<file path="config.mk">
export PLATFORM = sky130hd
export DESIGN_NAME = cp0_exc_ctrl
export DESIGN_NICKNAME = d
export VERILOG_FILES = /design/src/rtl/cp0_pkg.sv /design/src/rtl/cp0_int_sync.sv /design/src/rtl/cp0_exc_ctrl.sv
export SDC_FILE = /design/constraint.sdc
export NUM_CORES = 1
export LEC_CHECK = 0
export BUFFER_PORTS_ARGS = -buffer_cell sky130_fd_sc_hd__buf_2
export CORE_AREA = 5 5 149 80
export DETAILED_ROUTE_END_ITERATION = 7
export DIE_AREA = 0 0 154 85
export PLACE_DENSITY = 0.7
export SLEW_MARGIN = 20
export SYNTH_ARGS = -nofsm -noshare
export SYNTH_HDL_FRONTEND = slang
export SYNTH_SLANG_ARGS = --single-unit
</file>
<file path="constraint.sdc">
create_clock -name clk -period 5.2 [get_ports clk]
set_clock_uncertainty 0.2 [all_clocks]
set_input_delay 1.3 -clock clk [delete_from_list [all_inputs] [get_ports clk]]
set_output_delay 1.3 -clock clk [all_outputs]
set_load 0.02 [all_outputs]
</file>
<file path="src/rtl/cp0_pkg.sv">
// Shared CP0 constants: register numbers, field positions, ExcCodes
// and the SYSCALL/ERET encodings also used by the control unit.
package cp0_pkg;

   localparam logic [4:0] REG_COUNT   = 5'd9;
   localparam logic [4:0] REG_COMPARE = 5'd11;
   localparam logic [4:0] REG_STATUS  = 5'd12;
   localparam logic [4:0] REG_CAUSE   = 5'd13;
   localparam logic [4:0] REG_EPC     = 5'd14;

   localparam int ST_IE    = 0;
   localparam int ST_SE    = 1;
   localparam int ST_EXL   = 2;
   localparam int ST_IM_LO = 8;
   localparam int CA_IP_LO = 8;

   localparam logic [4:0] EXC_INT = 5'd0;
   localparam logic [4:0] EXC_SYS = 5'd8;

   localparam logic [5:0] OP_SPECIAL = 6'h00;
   localparam logic [5:0] FN_SYSCALL = 6'h0c;
   localparam logic [31:0] ERET_INSTR = 32'h4200_0018;

   typedef enum logic {
      S_RUN = 1'b0,
      S_EXC = 1'b1
   } cp0_state_e;

   function automatic logic is_syscall(input logic [31:0] instr);
      return (instr[31:26] == OP_SPECIAL) &&
             (instr[5:0] == FN_SYSCALL);
   endfunction

   function automatic logic is_eret(input logic [31:0] instr);
      return instr == ERET_INSTR;
   endfunction

endpackage

</file>
<file path="src/rtl/cp0_int_sync.sv">
// Two-flop synchronizer for the six asynchronous interrupt lines.
module cp0_int_sync (
   input  logic       clk,
   input  logic       rst,
   input  logic [5:0] async_in,
   output logic [5:0] sync_out
);

   logic [5:0] meta;

   // Plain two-stage shift; sync_out feeds Cause.IP[7:2].
   always_ff @(posedge clk or posedge rst) begin
      if (rst) begin
         meta     <= '0;
         sync_out <= '0;
      end else begin
         meta     <= async_in;
         sync_out <= meta;
      end
   end

endmodule

</file>
<file path="src/rtl/cp0_exc_ctrl.sv">
// CP0 exception/interrupt responder: Status, Cause, EPC and redirect.
// Optional Count/Compare timer enabled by CP0_COUNT_COMPARE_EN.
module cp0_exc_ctrl
   import cp0_pkg::*;
#(
   parameter logic [31:0] EXC_VECTOR = 32'h0000_0180
) (
   input  logic        clk,
   input  logic        rst,
   input  logic [5:0]  hw_int,
   input  logic        pause,
   input  logic        cu_intr,
   input  logic [31:0] id_instr,
   input  logic [31:0] id_pc,
   input  logic        wb_cp0_wen,
   input  logic [4:0]  wb_cp0_addr,
   input  logic [31:0] wb_cp0_wdata,
   input  logic [4:0]  rd_cp0_addr,
   output logic [31:0] rd_cp0_data,
   output logic [31:0] status_out,
   output logic        intr,
   output logic        exc_redirect,
   output logic [31:0] exc_target
);

   logic [5:0]  hw_sync;
   cp0_state_e  state;
   cp0_state_e  state_nx;
   logic        ie;
   logic        se;
   logic        exl;
   logic [7:0]  im;
   logic [1:0]  ip_sw;
   logic [7:0]  ip;
   logic [4:0]  exc_code;
   logic [31:0] epc;
   logic [31:0] cause;
   logic        timer_ip;
   logic        syscall_ev;
   logic        eret_ev;
   logic        intr_ev;
   logic        entry;
   logic        wr_status;
   logic        wr_cause;
   logic        wr_epc;

   cp0_int_sync u_sync (
      .clk      (clk),
      .rst      (rst),
      .async_in (hw_int),
      .sync_out (hw_sync)
   );

   assign wr_status = wb_cp0_wen && (wb_cp0_addr == REG_STATUS);
   assign wr_cause  = wb_cp0_wen && (wb_cp0_addr == REG_CAUSE);
   assign wr_epc    = wb_cp0_wen && (wb_cp0_addr == REG_EPC);

   assign syscall_ev = ~pause & se & is_syscall(id_instr);
   assign eret_ev    = ~pause & is_eret(id_instr);
   assign intr_ev    = ~pause & cu_intr & ~syscall_ev & ~eret_ev;
   assign entry      = syscall_ev | intr_ev;

`ifdef CP0_COUNT_COMPARE_EN
   logic [31:0] count;
   logic [31:0] compare;
   logic        timer_pend;
   logic        wr_count;
   logic        wr_compare;

   assign wr_count   = wb_cp0_wen && (wb_cp0_addr == REG_COUNT);
   assign wr_compare = wb_cp0_wen && (wb_cp0_addr == REG_COMPARE);

   // Free-running counter; Compare write acknowledges the timer.
   always_ff @(posedge clk or posedge rst) begin
      if (rst) begin
         count      <= '0;
         compare    <= 32'hFFFF_FFFF;
         timer_pend <= 1'b0;
      end else begin
         count <= wr_count ? wb_cp0_wdata : count + 32'd1;
         if (wr_compare)
            compare <= wb_cp0_wdata;
         if (wr_compare)
            timer_pend <= 1'b0;
         else if (count == compare)
            timer_pend <= 1'b1;
      end
   end

   assign timer_ip = timer_pend;
`else
   assign timer_ip = 1'b0;
`endif

   assign exl   = (state == S_EXC);
   assign ip    = {hw_sync[5] | timer_ip, hw_sync[4:0], ip_sw};
   assign cause = {16'b0, ip, 1'b0, exc_code, 2'b00};

   assign status_out = {16'b0, im, 5'b0, exl, se, ie};
   assign intr       = |(ip & im) & ~exl;

   assign exc_redirect = entry | eret_ev;
   assign exc_target   = eret_ev ? epc : EXC_VECTOR;

   // EXL lives in the state register; events override an MTC0 write.
   always_ff @(posedge clk or posedge rst) begin
      if (rst) state <= S_RUN;
      else     state <= state_nx;
   end

   // Next EXL level.
   always_comb begin
      state_nx = state;
      if (entry)
         state_nx = S_EXC;
      else if (eret_ev)
         state_nx = S_RUN;
      else if (wr_status)
         state_nx = wb_cp0_wdata[ST_EXL] ? S_EXC : S_RUN;
   end

   // Status IE/SE/IM: MTC0 first, event touches only IE.
   always_ff @(posedge clk or posedge rst) begin
      if (rst) begin
         ie <= 1'b0;
         se <= 1'b0;
         im <= '0;
      end else begin
         if (wr_status) begin
            ie <= wb_cp0_wdata[ST_IE];
            se <= wb_cp0_wdata[ST_SE];
            im <= wb_cp0_wdata[ST_IM_LO +: 8];
         end
         if (entry)
            ie <= 1'b0;
         else if (eret_ev)
            ie <= 1'b1;
      end
   end

   // Cause software IP bits and ExcCode on entry.
   always_ff @(posedge clk or posedge rst) begin
      if (rst) begin
         ip_sw    <= '0;
         exc_code <= EXC_INT;
      end else begin
         if (wr_cause)
            ip_sw <= wb_cp0_wdata[CA_IP_LO +: 2];
         if (entry)
            exc_code <= syscall_ev ? EXC_SYS : EXC_INT;
      end
   end

   // EPC: interrupt re-executes ID, SYSCALL returns past it.
   always_ff @(posedge clk or posedge rst) begin
      if (rst)
         epc <= '0;
      else if (entry)
         epc <= syscall_ev ? id_pc + 32'd4 : id_pc;
      else if (wr_epc)
         epc <= wb_cp0_wdata;
   end

   // MFC0 read mux, no write bypass.
   always_comb begin
      rd_cp0_data = '0;
      case (rd_cp0_addr)
         REG_STATUS:  rd_cp0_data = status_out;
         REG_CAUSE:   rd_cp0_data = cause;
         REG_EPC:     rd_cp0_data = epc;
`ifdef CP0_COUNT_COMPARE_EN
         REG_COUNT:   rd_cp0_data = count;
         REG_COMPARE: rd_cp0_data = compare;
`endif
         default:     rd_cp0_data = '0;
      endcase
   end

endmodule

</file>
# [Yosys cells after proc, flatten, opt, wreduce, memory -nomap -nowiden]
# Cells that the tools add are included.
[classes] add_sub_neg=1 mul=0 div_mod_pow=0 magnitude_cmp=0 eq_ne=8 n_shift=0 muxes=13 bitwise=14 reduce_logical=8
[ops] operator="32-bit 2-to-1 mux" n=4
[ops] operator="32-bit case mux with 3 select lines" n=1
[ops] operator="32-bit by 3-bit adder with 32-bit output, second input constant" n=1
[ops] operator="32-bit by 31-bit equality test with 1-bit output, second input constant" n=1
[ops] operator="5-bit by 4-bit equality test with 1-bit output, second input constant" n=6
[ops] operator="8-bit AND" n=1
[ops] operator="8-bit OR reduction" n=1
[ops] operator="1-bit AND" n=7
[ops] operator="1-bit 2-to-1 mux" n=7
[ops] operator="6-bit by 4-bit equality test with 1-bit output, second input constant" n=1
[ops] operator="6-bit logical NOT" n=1
[ops] operator="1-bit logical AND" n=4
[ops] operator="4-bit 2-to-1 mux" n=1
[ops] operator="1-bit inverter" n=4
[ops] operator="3-bit nonzero test" n=1
[ops] operator="1-bit OR" n=2
[ops] operator="2-bit nonzero test" n=1
[totals] register_bits=62 latchBits=0 mem_bits_rw=0 mem_bits_ro=0 input_bits=117 out_inout_bits=98 elab_cells=53 memories=0

# [Depth between registers and ports, before layout]
[depth] depth_word=8 depth_mapped=8 ltp_nobuf=6

# [Hierarchy]
# A second synthesis with hierarchy kept.
[unflattened] hier_cells=414 area_unflattened_um2=4130.2
[modules_own_cells] module="cp0_exc_ctrl" instances=1 cells_per_inst=401 area_per_inst_um2=3826.2 seq_area_each_um2=1151.1
[modules_own_cells] module="cp0_int_sync" instances=1 cells_per_inst=13 area_per_inst_um2=304.0 seq_area_each_um2=300.3

# [Least setup slack after synthesis]
# No wires, ideal clock.
[synth_timing] path_kind="input -> output" startpoint="input id_instr[17]" endpoint="output exc_redirect" t_arrival_ps=3002 t_required_ps=3700 slack_ps=698 cell_stages=6 path_buffers=1 cell_sequence="or4_1 > nor3_1 > a31oi_1 > or2_1 > buf_2 > or2_2"
[synth_via] elab_chain_cells=6
[synth_rtl] element="from (decl)" line_no="cp0_exc_ctrl.sv:13" source="input logic [31:0] id_instr,"
[synth_rtl] element="32-bit by 31-bit equality test with 1-bit output *" line_no="cp0_pkg.sv:35" source="return instr == ERET_INSTR;"
[synth_rtl] element="1-bit AND *" line_no="cp0_exc_ctrl.sv:59" source="assign eret_ev = ~pause & is_eret(id_instr);"
[synth_rtl] element="1-bit inverter" line_no="cp0_exc_ctrl.sv:60" source="assign intr_ev = ~pause & cu_intr & ~syscall_ev & ~eret_ev;"
[synth_rtl] element="1-bit AND" line_no="cp0_exc_ctrl.sv:60"
[synth_rtl] element="1-bit OR" line_no="cp0_exc_ctrl.sv:61" source="assign entry = syscall_ev | intr_ev;"
[synth_rtl] element="1-bit OR *" line_no="cp0_exc_ctrl.sv:102" source="assign exc_redirect = entry | eret_ev;"
[synth_rtl] element="to (decl)" line_no="cp0_exc_ctrl.sv:22" source="output logic exc_redirect,"
# Every way passes the cells marked *; elsewhere a longest branch is shown, timed or not.

# [Worst setup path after layout]
[layout_timing] startpoint="input id_instr[27]" endpoint="output exc_target[14]"
[layout_via] elab_chain_cells=3
[layout_rtl] element="32-bit by 31-bit equality test with 1-bit output" line_no="cp0_pkg.sv:35"
[layout_rtl] element="1-bit AND" line_no="cp0_exc_ctrl.sv:59"
[layout_rtl] element="32-bit 2-to-1 mux" line_no="cp0_exc_ctrl.sv:103" source="assign exc_target = eret_ev ? epc : EXC_VECTOR;"
[layout_rtl] element="to (decl)" line_no="cp0_exc_ctrl.sv:23" source="output logic [31:0] exc_target"
# Every way passes these cells.

==> results.tsv <==
metric	value	unit
outcome	finished, final reports clean	
clock_latency	310	ps
cts.sinks	58	
met3_usage	6.37	%
syn_to_final_growth	32.1	%
synth_area_per_cell	9.63	um2
nets	727	
start_util	38.7	%
numPlacedInstances	743	
reg2reg_to	epc[30]	
timing.hold.ws	146	ps
final_cells	759	
drtIter0Drc	163	
synth_seq_cells	58	
startpoint	id_instr[27]	
setup_viol	0	
period_share	90.6	%
synth_seq_area_share	35.6	%
antennaDiodeCount	0	
place_hpwl	11.5	mm
cp-endpoint	exc_target[14]	
antenna_found_initial	1	
maxCapViolations	0	
worstReg2RegStart	se	
holdCritPathClass	reg2reg	
met2_usage	33.7	%
grt_max_degree	59	
worstMarginPinSlew	970	ps
via_per_inst	5.39	
grt_overflow	0	
p_per_area	264	nW/um2
first_pass_iters	5	
r2r_slack	2360	ps
crit_path_end_kind	output port	
io_buffer_count	193	
period_needed	4710	ps
arrival	3210	ps
p_leak	2.52	nW
core_region_area	10500	um2
layout_common_cells	buf_2 (193), dfrtp_1 (58), and2_1 (50)	
required	3700	ps
rows	27	
slew_violations	0	
htreeDepth	3	
yosysWarnings	0	
ant_nets	0	
cts.reportedPaths.clkPinSlew	50	ps
dieArea	13100	um2
drt-total-wl	14.4	mm
ir_drop	176	uV
critical_path_class	in2out	
synth_edf_count	0	
numCtsBuffers	9	
cts_tree	built	
start_kind	input pin	
mostFrequentLayoutCell	buf_2	
cts-root-buf	clkbuf_16	
syn-cell-area	4080	um2
crit_path_max_fanout	33	
vias	4094	
hold_depth	0	
postSynth.asyncResetShare	100	%
track_usage	21.8	%
drive_gt1_share	42.3	%
grt.busiest_layer	met2	
grt_pass1_vias	4274	
fp.dieW	154	um
gp_congestion	0.845	
hold_violations	0	
synth_ff_type	dfrtp_1	
grt_pass1_wl	22.7	mm
postCtsHoldBufs	0	
postCtsResizedCells	0	
synth_cell_types	51	
r2r_cells	5	
rsz0062_at_grt	no	
final.setup.tns	0	ps
avgRoutedWirePerCell	19.0	um
cts_setup_buffers	0	
route.detailed.drc	0	
clk_path_buf_depth	2	
syn_inst	424	
met1_usage	30.0	%
slew_headroom	35.0	%
max_freq	212	MHz
die_y	85	um
fillCellCount	1003	
pin_count	215	
[critical path: stages]
cell	delay, ps
buf_2	100
nor4_2	450
and2_0	340
nand4_1	200
nor2_2	110
buf_4	330
and2_1	190
buf_2	170
[sequential cells by signal, indices dropped and copies added (netlist names)]
signal,count
epc,32
im,8
u_sync.meta,6
u_sync.sync_out,6
ip_sw,2
exc_code,1
exl,1
ie,1
se,1
[area by class of cell]
cell class | instances | area (um2) | area share [%]
Clock buffer | 14 | 264 | 4.90
Tap cell | 145 | 181 | 3.37
Clock inverter | 2 | 35.0 | 0.650
Multi-Input combinational cell | 332 | 2410 | 44.7
Inverter | 7 | 26.3 | 0.487
Timing Repair Buffer | 201 | 1030 | 19.0
Sequential cell | 58 | 1450 | 26.9
[Yosys cell counts (all sizes together), types with 2 or more instances]
cell type,number,area [um2]
a22o,3,26.3
a22oi,4,30.0
a31oi,14,87.6
and2,51,319
and3,6,38.8
and4,3,26.3
buf,33,244
clkbuf,14,52.6
dfrtp,58,1450
inv,7,26.3
mux2,25,282
mux2i,46,460
nand2,19,71.3
nand2b,2,12.5
nand3,9,50.1
nand4,12,75.1
nor2,5,18.8
nor3,21,105
nor3b,4,30.0
nor4,5,52.6
nor4b,5,58.8
o21ai,18,90.1
o31ai,8,60.1
or2,4,25.0
or3,11,75.1
or4,9,67.6
or4b,2,23.8
xnor2,11,96.3
xor2,5,43.8
[cells by family (layout without fill, tap and decap cells)]
group	count (synthesis)	count (layout)	synth area share, %
xor+xnor	16	16	3.43
fa+ha+maj	1	1	0.307
compound gates	51	51	8.00
other cells	1	21	0.0919
buf+inv	54	224	7.91
flops	58	58	35.6
mux	71	71	18.2
simple gates	172	172	26.5
[how the worst min path moves through the flow]
| stage | to | startpoint | slack, ps |
|---|---|---|---|
| after floorplan | u_sync.sync_out[0] | u_sync.meta[0] | 130 |
| after global placement | u_sync.sync_out[2] | u_sync.meta[2] | 130 |
| after detailed placement | u_sync.sync_out[5] | u_sync.meta[5] | 140 |
| after CTS | u_sync.sync_out[5] | u_sync.meta[5] | 150 |
| after global routing | u_sync.sync_out[1] | u_sync.meta[1] | 150 |
| final | u_sync.sync_out[1] | u_sync.meta[1] | 150 |
[stage by stage]
step / instance area [um2] / utilization, % / power, mW / setup slack (ps)
after floorplan: 4160 / - / 0.723 / 698
after global placement: 5090 / 48.3 / 0.824 / 494
after detailed placement: 5090 / 48.3 / 0.837 / 481
after CTS: 5390 / 51.2 / 1.44 / 478
after global routing: 5390 / 51.2 / 1.49 / 290
final: 5390 / 51.2 / 1.42 / 490
[power breakdown]
part	switching (mW)	internal, mW
Clock	0.195	0.396
Sequential	0.0528	0.511
Combinational	0.150	0.119
[routing by layer]
| metal | up-vias | wire (um) | share of wire [%] |
|---|---|---|---|
| met3 | 24 | 1330 | 9.2 |
| met2 | 235 | 6400 | 44 |
| met4 | 0 | 180 | 1.2 |
| met5 | - | 0 | 0 |
| met1 | 1958 | 6500 | 45 |
| li1 | 1877 | - | - |
Note: power is estimated with default switching activity, not from simulation.
